<file path="src/rtl/lsu_ctrl_if.sv">
// Bundled AGU, write-back and memory bus signals of lsu_ctrl.
// master: the controller side; slave: the AGU / write-back / memory environment.
`ifndef XLEN
`define XLEN 32
`endif
`ifndef ADDR_SIZE
`define ADDR_SIZE 32
`endif

interface lsu_ctrl_if;
    // AGU command
    logic                  lsu_i_valid;
    logic                  lsu_i_ready;
    logic [`ADDR_SIZE-1:0] lsu_i_addr;
    logic                  lsu_i_read;
    logic [`XLEN-1:0]      lsu_i_wdata;
    logic [`XLEN/8-1:0]    lsu_i_wmask;
    logic [1:0]            lsu_i_size;
    logic                  lsu_i_usign;

    // Write-back
    logic                  lsu_o_valid;
    logic                  lsu_o_ready;
    logic [`XLEN-1:0]      lsu_o_wbck_wdat;
    logic                  lsu_o_err;

    // Memory command
    logic                  mem_cmd_valid;
    logic                  mem_cmd_ready;
    logic [`ADDR_SIZE-1:0] mem_cmd_addr;
    logic                  mem_cmd_read;
    logic [`XLEN-1:0]      mem_cmd_wdata;
    logic [`XLEN/8-1:0]    mem_cmd_wmask;

    // Memory response
    logic                  mem_rsp_valid;
    logic                  mem_rsp_ready;
    logic [`XLEN-1:0]      mem_rsp_rdata;
    logic                  mem_rsp_err;

    modport master (
        input  lsu_i_valid, lsu_i_addr, lsu_i_read, lsu_i_wdata, lsu_i_wmask, lsu_i_size,
               lsu_i_usign,
        output lsu_i_ready,
        output lsu_o_valid, lsu_o_wbck_wdat, lsu_o_err,
        input  lsu_o_ready,
        output mem_cmd_valid, mem_cmd_addr, mem_cmd_read, mem_cmd_wdata, mem_cmd_wmask,
        input  mem_cmd_ready,
        input  mem_rsp_valid, mem_rsp_rdata, mem_rsp_err,
        output mem_rsp_ready
    );

    modport slave (
        output lsu_i_valid, lsu_i_addr, lsu_i_read, lsu_i_wdata, lsu_i_wmask, lsu_i_size,
               lsu_i_usign,
        input  lsu_i_ready,
        input  lsu_o_valid, lsu_o_wbck_wdat, lsu_o_err,
        output lsu_o_ready,
        input  mem_cmd_valid, mem_cmd_addr, mem_cmd_read, mem_cmd_wdata, mem_cmd_wmask,
        output mem_cmd_ready,
        output mem_rsp_valid, mem_rsp_rdata, mem_rsp_err,
        input  mem_rsp_ready
    );
endinterface

</file>
<file path="src/rtl/lsu_ctrl.sv">
// Single-outstanding load/store controller: AGU command -> memory bus -> write-back.
// Optional misaligned-access trapping is enabled by defining LSU_MISALIGN_CHK_EN.
`ifndef XLEN
`define XLEN 32
`endif
`ifndef ADDR_SIZE
`define ADDR_SIZE 32
`endif

module lsu_ctrl (
    input  logic      clk,
    input  logic      rst,
    lsu_ctrl_if.master bus
);
    localparam int unsigned XLEN  = `XLEN;
    localparam int unsigned ASIZE = `ADDR_SIZE;
    localparam int unsigned MSIZE = `XLEN / 8;

    typedef enum logic [1:0] {StIdle, StCmd, StRsp, StWbck} state_e;

    state_e           state_q, state_d;
    logic [ASIZE-1:0] addr_q, addr_d;
    logic             read_q, read_d;
    logic [XLEN-1:0]  wdata_q, wdata_d;
    logic [MSIZE-1:0] wmask_q, wmask_d;
    logic [1:0]       size_q, size_d;
    logic             usign_q, usign_d;
    logic [XLEN-1:0]  wdat_q, wdat_d;
    logic             err_q, err_d;

    logic             misaligned;
    logic [XLEN-1:0]  shifted;
    logic [XLEN-1:0]  load_data;
    logic             lsu_i_ready;
    logic             mem_cmd_valid;
    logic             mem_rsp_ready;
    logic             lsu_o_valid;

`ifdef LSU_MISALIGN_CHK_EN
    // size 11 is treated as a word, so size[1] covers both word encodings.
    assign misaligned = ((bus.lsu_i_size == 2'b01) && bus.lsu_i_addr[0]) ||
                        (bus.lsu_i_size[1] && (bus.lsu_i_addr[1:0] != 2'b00));
`else
    assign misaligned = 1'b0;
`endif

    assign shifted = bus.mem_rsp_rdata >> {addr_q[1:0], 3'b000};

    always_comb begin
        load_data = shifted;
        case (size_q)
            2'b00:   load_data = {{(XLEN-8){shifted[7] & ~usign_q}}, shifted[7:0]};
            2'b01:   load_data = {{(XLEN-16){shifted[15] & ~usign_q}}, shifted[15:0]};
            default: load_data = shifted;
        endcase
    end

    always_comb begin
        state_d       = state_q;
        addr_d        = addr_q;
        read_d        = read_q;
        wdata_d       = wdata_q;
        wmask_d       = wmask_q;
        size_d        = size_q;
        usign_d       = usign_q;
        wdat_d        = wdat_q;
        err_d         = err_q;
        lsu_i_ready   = 1'b0;
        mem_cmd_valid = 1'b0;
        mem_rsp_ready = 1'b0;
        lsu_o_valid   = 1'b0;

        unique case (state_q)
            StIdle: begin
                lsu_i_ready = 1'b1;
                if (bus.lsu_i_valid) begin
                    addr_d  = bus.lsu_i_addr;
                    read_d  = bus.lsu_i_read;
                    wdata_d = bus.lsu_i_wdata;
                    wmask_d = bus.lsu_i_wmask;
                    size_d  = bus.lsu_i_size;
                    usign_d = bus.lsu_i_usign;
                    wdat_d  = '0;
                    err_d   = misaligned;
                    state_d = misaligned ? StWbck : StCmd;
                end
            end
            StCmd: begin
                mem_cmd_valid = 1'b1;
                if (bus.mem_cmd_ready) begin
                    state_d = StRsp;
                end
            end
            StRsp: begin
                mem_rsp_ready = 1'b1;
                if (bus.mem_rsp_valid) begin
                    wdat_d  = read_q ? load_data : '0;
                    err_d   = bus.mem_rsp_err;
                    state_d = StWbck;
                end
            end
            StWbck: begin
                lsu_o_valid = 1'b1;
                if (bus.lsu_o_ready) begin
                    state_d = StIdle;
                end
            end
            default: state_d = StIdle;
        endcase
    end

    always_ff @(posedge clk or posedge rst) begin
        if (rst) begin
            state_q <= StIdle;
            addr_q  <= '0;
            read_q  <= 1'b0;
            wdata_q <= '0;
            wmask_q <= '0;
            size_q  <= '0;
            usign_q <= 1'b0;
            wdat_q  <= '0;
            err_q   <= 1'b0;
        end else begin
            state_q <= state_d;
            addr_q  <= addr_d;
            read_q  <= read_d;
            wdata_q <= wdata_d;
            wmask_q <= wmask_d;
            size_q  <= size_d;
            usign_q <= usign_d;
            wdat_q  <= wdat_d;
            err_q   <= err_d;
        end
    end

    assign bus.lsu_i_ready     = lsu_i_ready;
    assign bus.mem_cmd_valid   = mem_cmd_valid;
    assign bus.mem_cmd_addr    = addr_q;
    assign bus.mem_cmd_read    = read_q;
    assign bus.mem_cmd_wdata   = wdata_q;
    assign bus.mem_cmd_wmask   = wmask_q;
    assign bus.mem_rsp_ready   = mem_rsp_ready;
    assign bus.lsu_o_valid     = lsu_o_valid;
    // Result is only presented while the write-back handshake is open.
    assign bus.lsu_o_wbck_wdat = lsu_o_valid ? wdat_q : '0;
    assign bus.lsu_o_err       = lsu_o_valid & err_q;
endmodule

</file>
<file path="src/flat_wrapper.sv">
// flat-port wrapper written by rule: the top's interface ports become plain ports
module lsu_ctrl_flat 
  (clk, rst, bus_lsu_i_valid, bus_lsu_i_addr, bus_lsu_i_read, bus_lsu_i_wdata, bus_lsu_i_wmask, bus_lsu_i_size, bus_lsu_i_usign, bus_lsu_i_ready, bus_lsu_o_valid, bus_lsu_o_wbck_wdat, bus_lsu_o_err, bus_lsu_o_ready, bus_mem_cmd_valid, bus_mem_cmd_addr, bus_mem_cmd_read, bus_mem_cmd_wdata, bus_mem_cmd_wmask, bus_mem_cmd_ready, bus_mem_rsp_valid, bus_mem_rsp_rdata, bus_mem_rsp_err, bus_mem_rsp_ready);
  lsu_ctrl_if bus_i ();
  input  logic clk;
  input  logic rst;
  input wire logic [$bits(bus_i.lsu_i_valid)-1:0] bus_lsu_i_valid;
  input wire logic [$bits(bus_i.lsu_i_addr)-1:0] bus_lsu_i_addr;
  input wire logic [$bits(bus_i.lsu_i_read)-1:0] bus_lsu_i_read;
  input wire logic [$bits(bus_i.lsu_i_wdata)-1:0] bus_lsu_i_wdata;
  input wire logic [$bits(bus_i.lsu_i_wmask)-1:0] bus_lsu_i_wmask;
  input wire logic [$bits(bus_i.lsu_i_size)-1:0] bus_lsu_i_size;
  input wire logic [$bits(bus_i.lsu_i_usign)-1:0] bus_lsu_i_usign;
  output wire logic [$bits(bus_i.lsu_i_ready)-1:0] bus_lsu_i_ready;
  output wire logic [$bits(bus_i.lsu_o_valid)-1:0] bus_lsu_o_valid;
  output wire logic [$bits(bus_i.lsu_o_wbck_wdat)-1:0] bus_lsu_o_wbck_wdat;
  output wire logic [$bits(bus_i.lsu_o_err)-1:0] bus_lsu_o_err;
  input wire logic [$bits(bus_i.lsu_o_ready)-1:0] bus_lsu_o_ready;
  output wire logic [$bits(bus_i.mem_cmd_valid)-1:0] bus_mem_cmd_valid;
  output wire logic [$bits(bus_i.mem_cmd_addr)-1:0] bus_mem_cmd_addr;
  output wire logic [$bits(bus_i.mem_cmd_read)-1:0] bus_mem_cmd_read;
  output wire logic [$bits(bus_i.mem_cmd_wdata)-1:0] bus_mem_cmd_wdata;
  output wire logic [$bits(bus_i.mem_cmd_wmask)-1:0] bus_mem_cmd_wmask;
  input wire logic [$bits(bus_i.mem_cmd_ready)-1:0] bus_mem_cmd_ready;
  input wire logic [$bits(bus_i.mem_rsp_valid)-1:0] bus_mem_rsp_valid;
  input wire logic [$bits(bus_i.mem_rsp_rdata)-1:0] bus_mem_rsp_rdata;
  input wire logic [$bits(bus_i.mem_rsp_err)-1:0] bus_mem_rsp_err;
  output wire logic [$bits(bus_i.mem_rsp_ready)-1:0] bus_mem_rsp_ready;
  assign bus_i.lsu_i_valid = bus_lsu_i_valid;
  assign bus_i.lsu_i_addr = bus_lsu_i_addr;
  assign bus_i.lsu_i_read = bus_lsu_i_read;
  assign bus_i.lsu_i_wdata = bus_lsu_i_wdata;
  assign bus_i.lsu_i_wmask = bus_lsu_i_wmask;
  assign bus_i.lsu_i_size = bus_lsu_i_size;
  assign bus_i.lsu_i_usign = bus_lsu_i_usign;
  assign bus_lsu_i_ready = bus_i.lsu_i_ready;
  assign bus_lsu_o_valid = bus_i.lsu_o_valid;
  assign bus_lsu_o_wbck_wdat = bus_i.lsu_o_wbck_wdat;
  assign bus_lsu_o_err = bus_i.lsu_o_err;
  assign bus_i.lsu_o_ready = bus_lsu_o_ready;
  assign bus_mem_cmd_valid = bus_i.mem_cmd_valid;
  assign bus_mem_cmd_addr = bus_i.mem_cmd_addr;
  assign bus_mem_cmd_read = bus_i.mem_cmd_read;
  assign bus_mem_cmd_wdata = bus_i.mem_cmd_wdata;
  assign bus_mem_cmd_wmask = bus_i.mem_cmd_wmask;
  assign bus_i.mem_cmd_ready = bus_mem_cmd_ready;
  assign bus_i.mem_rsp_valid = bus_mem_rsp_valid;
  assign bus_i.mem_rsp_rdata = bus_mem_rsp_rdata;
  assign bus_i.mem_rsp_err = bus_mem_rsp_err;
  assign bus_mem_rsp_ready = bus_i.mem_rsp_ready;
  lsu_ctrl u_core (.clk(clk), .rst(rst), .bus(bus_i));
endmodule
</file>
<file path="config.mk">
export PLATFORM = sky130hd
export DESIGN_NAME = lsu_ctrl_flat
export DESIGN_NICKNAME = d
export VERILOG_FILES = /design/src/rtl/lsu_ctrl_if.sv /design/src/rtl/lsu_ctrl.sv /design/src/flat_wrapper.sv
export SDC_FILE = /design/constraint.sdc
export NUM_CORES = 1
export LEC_CHECK = 0
export CAP_MARGIN = 20
export CORE_UTILIZATION = 35
export DETAILED_ROUTE_END_ITERATION = 7
export GPL_TIMING_DRIVEN = 0
export PLACE_DENSITY_LB_ADDON = 0.25
export RECOVER_POWER = 25
export SLEW_MARGIN = 20
export SYNTH_ARGS = -nofsm -noshare
export SYNTH_HDL_FRONTEND = slang
export SYNTH_SLANG_ARGS = --single-unit
</file>
<file path="constraint.sdc">
create_clock -name clk -period 7.2 [get_ports clk]
set_clock_uncertainty 0.2 [all_clocks]
set_input_delay 1.44 -clock clk [delete_from_list [all_inputs] [get_ports clk]]
set_output_delay 1.44 -clock clk [all_outputs]
set_load 0.05 [all_outputs]
</file>
==> impl_metrics.toml <==
[status]
status = "finished with violations"
violations = "max-capacitance violations, max-slew violations"

[routing]
drtAntennaViolNets = 0
drt_iter0_drc = 146
wl_per_cell_um = 17.6
drc = 0
dr.pass1.iters = 4
vias = 3932
routed_wl_um = 14000
via_per_inst = 4.95

[pwr]
switching_power_w = 0.00175
pwr-share-comb_pct = 58.4
p_leak_nw = 3.19
power_switching_share_pct = 46.2
vdd_drop_max_mv = 0.282
pwr-share-seq_pct = 27.5
internal-power_w = 0.00203
p_per_area_nw_per_um2 = 497
power_frac_clock_pct = 14.1
total_power_w = 0.00378

[logic_synthesis]
synth_largest_area_cell = "dfrtp_1"
yosys_warnings = 0
synthCells = 386
synth_edf_count = 0
netlist_area_um2 = 4870
synth_seq_cells = 107
yosysTopAreaCellShare_pct = 55.0
synth-xor-area-share_pct = 0
synth_mux_area_share_pct = 22.9
synth.distinct_cells = 30
synth_flop_cell = "dfrtp_1"
async_flop_share_pct = 100
synth-simple-area-share_pct = 9.74
synth_top_family_by_area = "multiplexers"
synth_area_leaders = "dfrtp_1 (55%), mux2_2 (19%), and2_1 (4.2%), a221o_1 (3.3%), mux2i_1 (3.3%)"
synthAdderAreaFrac_pct = 1.03
postSynthAreaPerCell_um2 = 12.6
synth_seq_area_share_pct = 55.0
syn-num-nets = 501
synth-compound-area-share_pct = 8.30

[finish]
syn2layout_area_growth_pct = 56.2
fin_nets = 729
num_antenna_cells = 0
final_common_cell = "clkdlybuf4s50_1"
layout_common_cells = "clkdlybuf4s50_1 (214), dfrtp_1 (107), mux2_2 (81)"
drive_above_1_share_pct = 17.9

[sta]
hold_violations = 0
finalCriticalPeriod_ns = 4.12
rsz0062_at_grt = "no"
tightest_slew_ns = 1.50
min_period_over_period_pct = 57.2
slew_viol_final = 33
finalSetupViolCount = 0
maxSlewHeadroom_pct = -0.648
tns_ns = 0
fmax_ghz = 0.243
setup_ws_ns = 3.08

[floorplan]
start_util_pct = 36.3
die_x_um = 120
ios = 217
die_y_um = 120
design.core.area_um2 = 13400
num_rows = 42
die_area_um2 = 14400

[cts]
cts_made_buffers = 9
ctsHoldBuffers = 0
clkTransAtPathRegs_ns = 0.07
insertion_delay_ns = 0.35
cts.sinks = 107
post_cts_buffers = 0
tritoncts = "yes"
cts-root-buf = "clkbuf_16"
cts_max_level = 3
cts_resized = 0
clk_path_buf_depth = 2

[worst_setup_path]
crit_chain = "ha_1 > clkbuf_1 > and2_1 > clkdlybuf4s50_1"
crit_type = "reg -> out"
slowest_delay_ns = 0.81
critPathTopFamily = "buffers and inverters"
required_ns = 5.56
end_kind = "primary output"
crit_slowest_cell = "clkdlybuf4s50_1"
worstSetupStartpointType = "flop"
cp.arrival_ns = 2.48
crit_fanout = 10
path_buf_inv = 2

[global_route]
grt_pass1_vias = 4201
grt_usage_pct = 20.1
grt_max_degree = 76
overflow = 0
grt_pass1_wl_um = 22200
antenna_found_initial = 0

[run]
cap_violations = 1

[placed_design]
place_ws_ns = 3.37
io_buffers = 216
gp_congestion = 0.934
dp_hpwl_um = 10800

[hold_path]
hold_path.class = "reg -> reg"
final timing paths:
path | slack, ns | cells past startpoint | end | start
hold / removal | 0.28 | 2 | u_core.wdat_q[7]$_DFFE_PP0P_ | u_core.wdat_q[7]$_DFFE_PP0P_
setup reg to reg | 4.84 | 5 | u_core.bus.mem_cmd_addr[2]$_DFFE_PP0P_ | u_core.state_q[0]$_DFFE_PP0P_
setup / recovery | 3.08 | 4 | bus_lsu_o_wbck_wdat[14] | u_core.state_q[1]$_DFFE_PP0P_
min in group asynchronous | 1.70 | 2 | u_core.bus.mem_cmd_wdata[28]$_DFFE_PP0P_ | rst
max in group asynchronous | 4.16 | 3 | u_core.size_q[0]$_DFFE_PP0P_ | rst
hold reg to reg | 0.28 | 2 | u_core.wdat_q[7]$_DFFE_PP0P_ | u_core.wdat_q[7]$_DFFE_PP0P_
metrics by stage:
stage	utilization (%)	instance area [µm²]	hold WS, ns	cells
floorplan	-	4870	0.242	386
global placement	54.1	7250	0.256	778
global route	56.8	7610	0.308	795
CTS	56.8	7610	0.280	795
detailed placement	54.4	7280	0.264	779
finish	56.8	7610	0.275	795
registers in the layout, indices dropped and copies added, names as in the netlist:
signal / flops
u_core.bus.mem_cmd_addr: 32
u_core.bus.mem_cmd_wdata: 32
u_core.wdat_q: 32
u_core.bus.mem_cmd_wmask: 4
u_core.size_q: 2
u_core.state_q: 2
u_core.bus.mem_cmd_read: 1
u_core.err_q: 1
u_core.usign_q: 1
worst min-delay path: stages, from the launching register on:
cell	delay [ns]
dfrtp_1	0.34
nand2_1	0.04
o21ai_0	0.06
power groups by stage:
stage          Clock (W)  Combinational (W)  Sequential, W
3_3_place_gp           0            0.00220        0.00103
5_1_grt         0.000569            0.00232        0.00108
6_report        0.000535            0.00221        0.00104
3_5_place_dp           0            0.00222        0.00105
4_1_cts         0.000551            0.00223        0.00104
2_1_floorplan          0           0.000785        0.00172
synthesized netlist by cell type, drive strengths merged, types with 4 or more instances:
cell type  count
a21oi         17
ha             4
and2          33
buf            7
nand3b         9
a221o         16
clkbuf        18
mux2          81
nand2         18
dfrtp        107
inv            8
o21ai         25
mux2i         16
nor2          11
logic make-up (layout without fill, tap and decap cells):
kind of cell               after synthesis  in the layout
AOI/OAI and AO/OA                       62             62
adders and majority gates                4              4
buffers and inverters                   33            266
DFF                                    107            107
muxes                                   99             99
and+or+nand+nor                         81             81
layout make-up:
cell class / count / area, µm²
buffer: 25 / 116
multi-input combinational: 246 / 2050
tap: 176 / 220
inverter: 8 / 31.3
fill: 1147 / 5790
sequential: 107 / 2680
clock inverter: 6 / 88.8
timing repair buffer: 217 / 2190
clock buffer: 10 / 239
routing by layer:
metal | routed length, µm | vias to the layer above | GRT usage (%)
met2 | 6680 | 163 | 33.0
met3 | 1550 | 17 | 9.55
met1 | 5520 | 1921 | 23.0
li1 | - | 1831 | -
met5 | 0 | - | 0
met4 | 235 | 0 | 6.64
No activity file was read; power rests on OpenSTA's default activity.
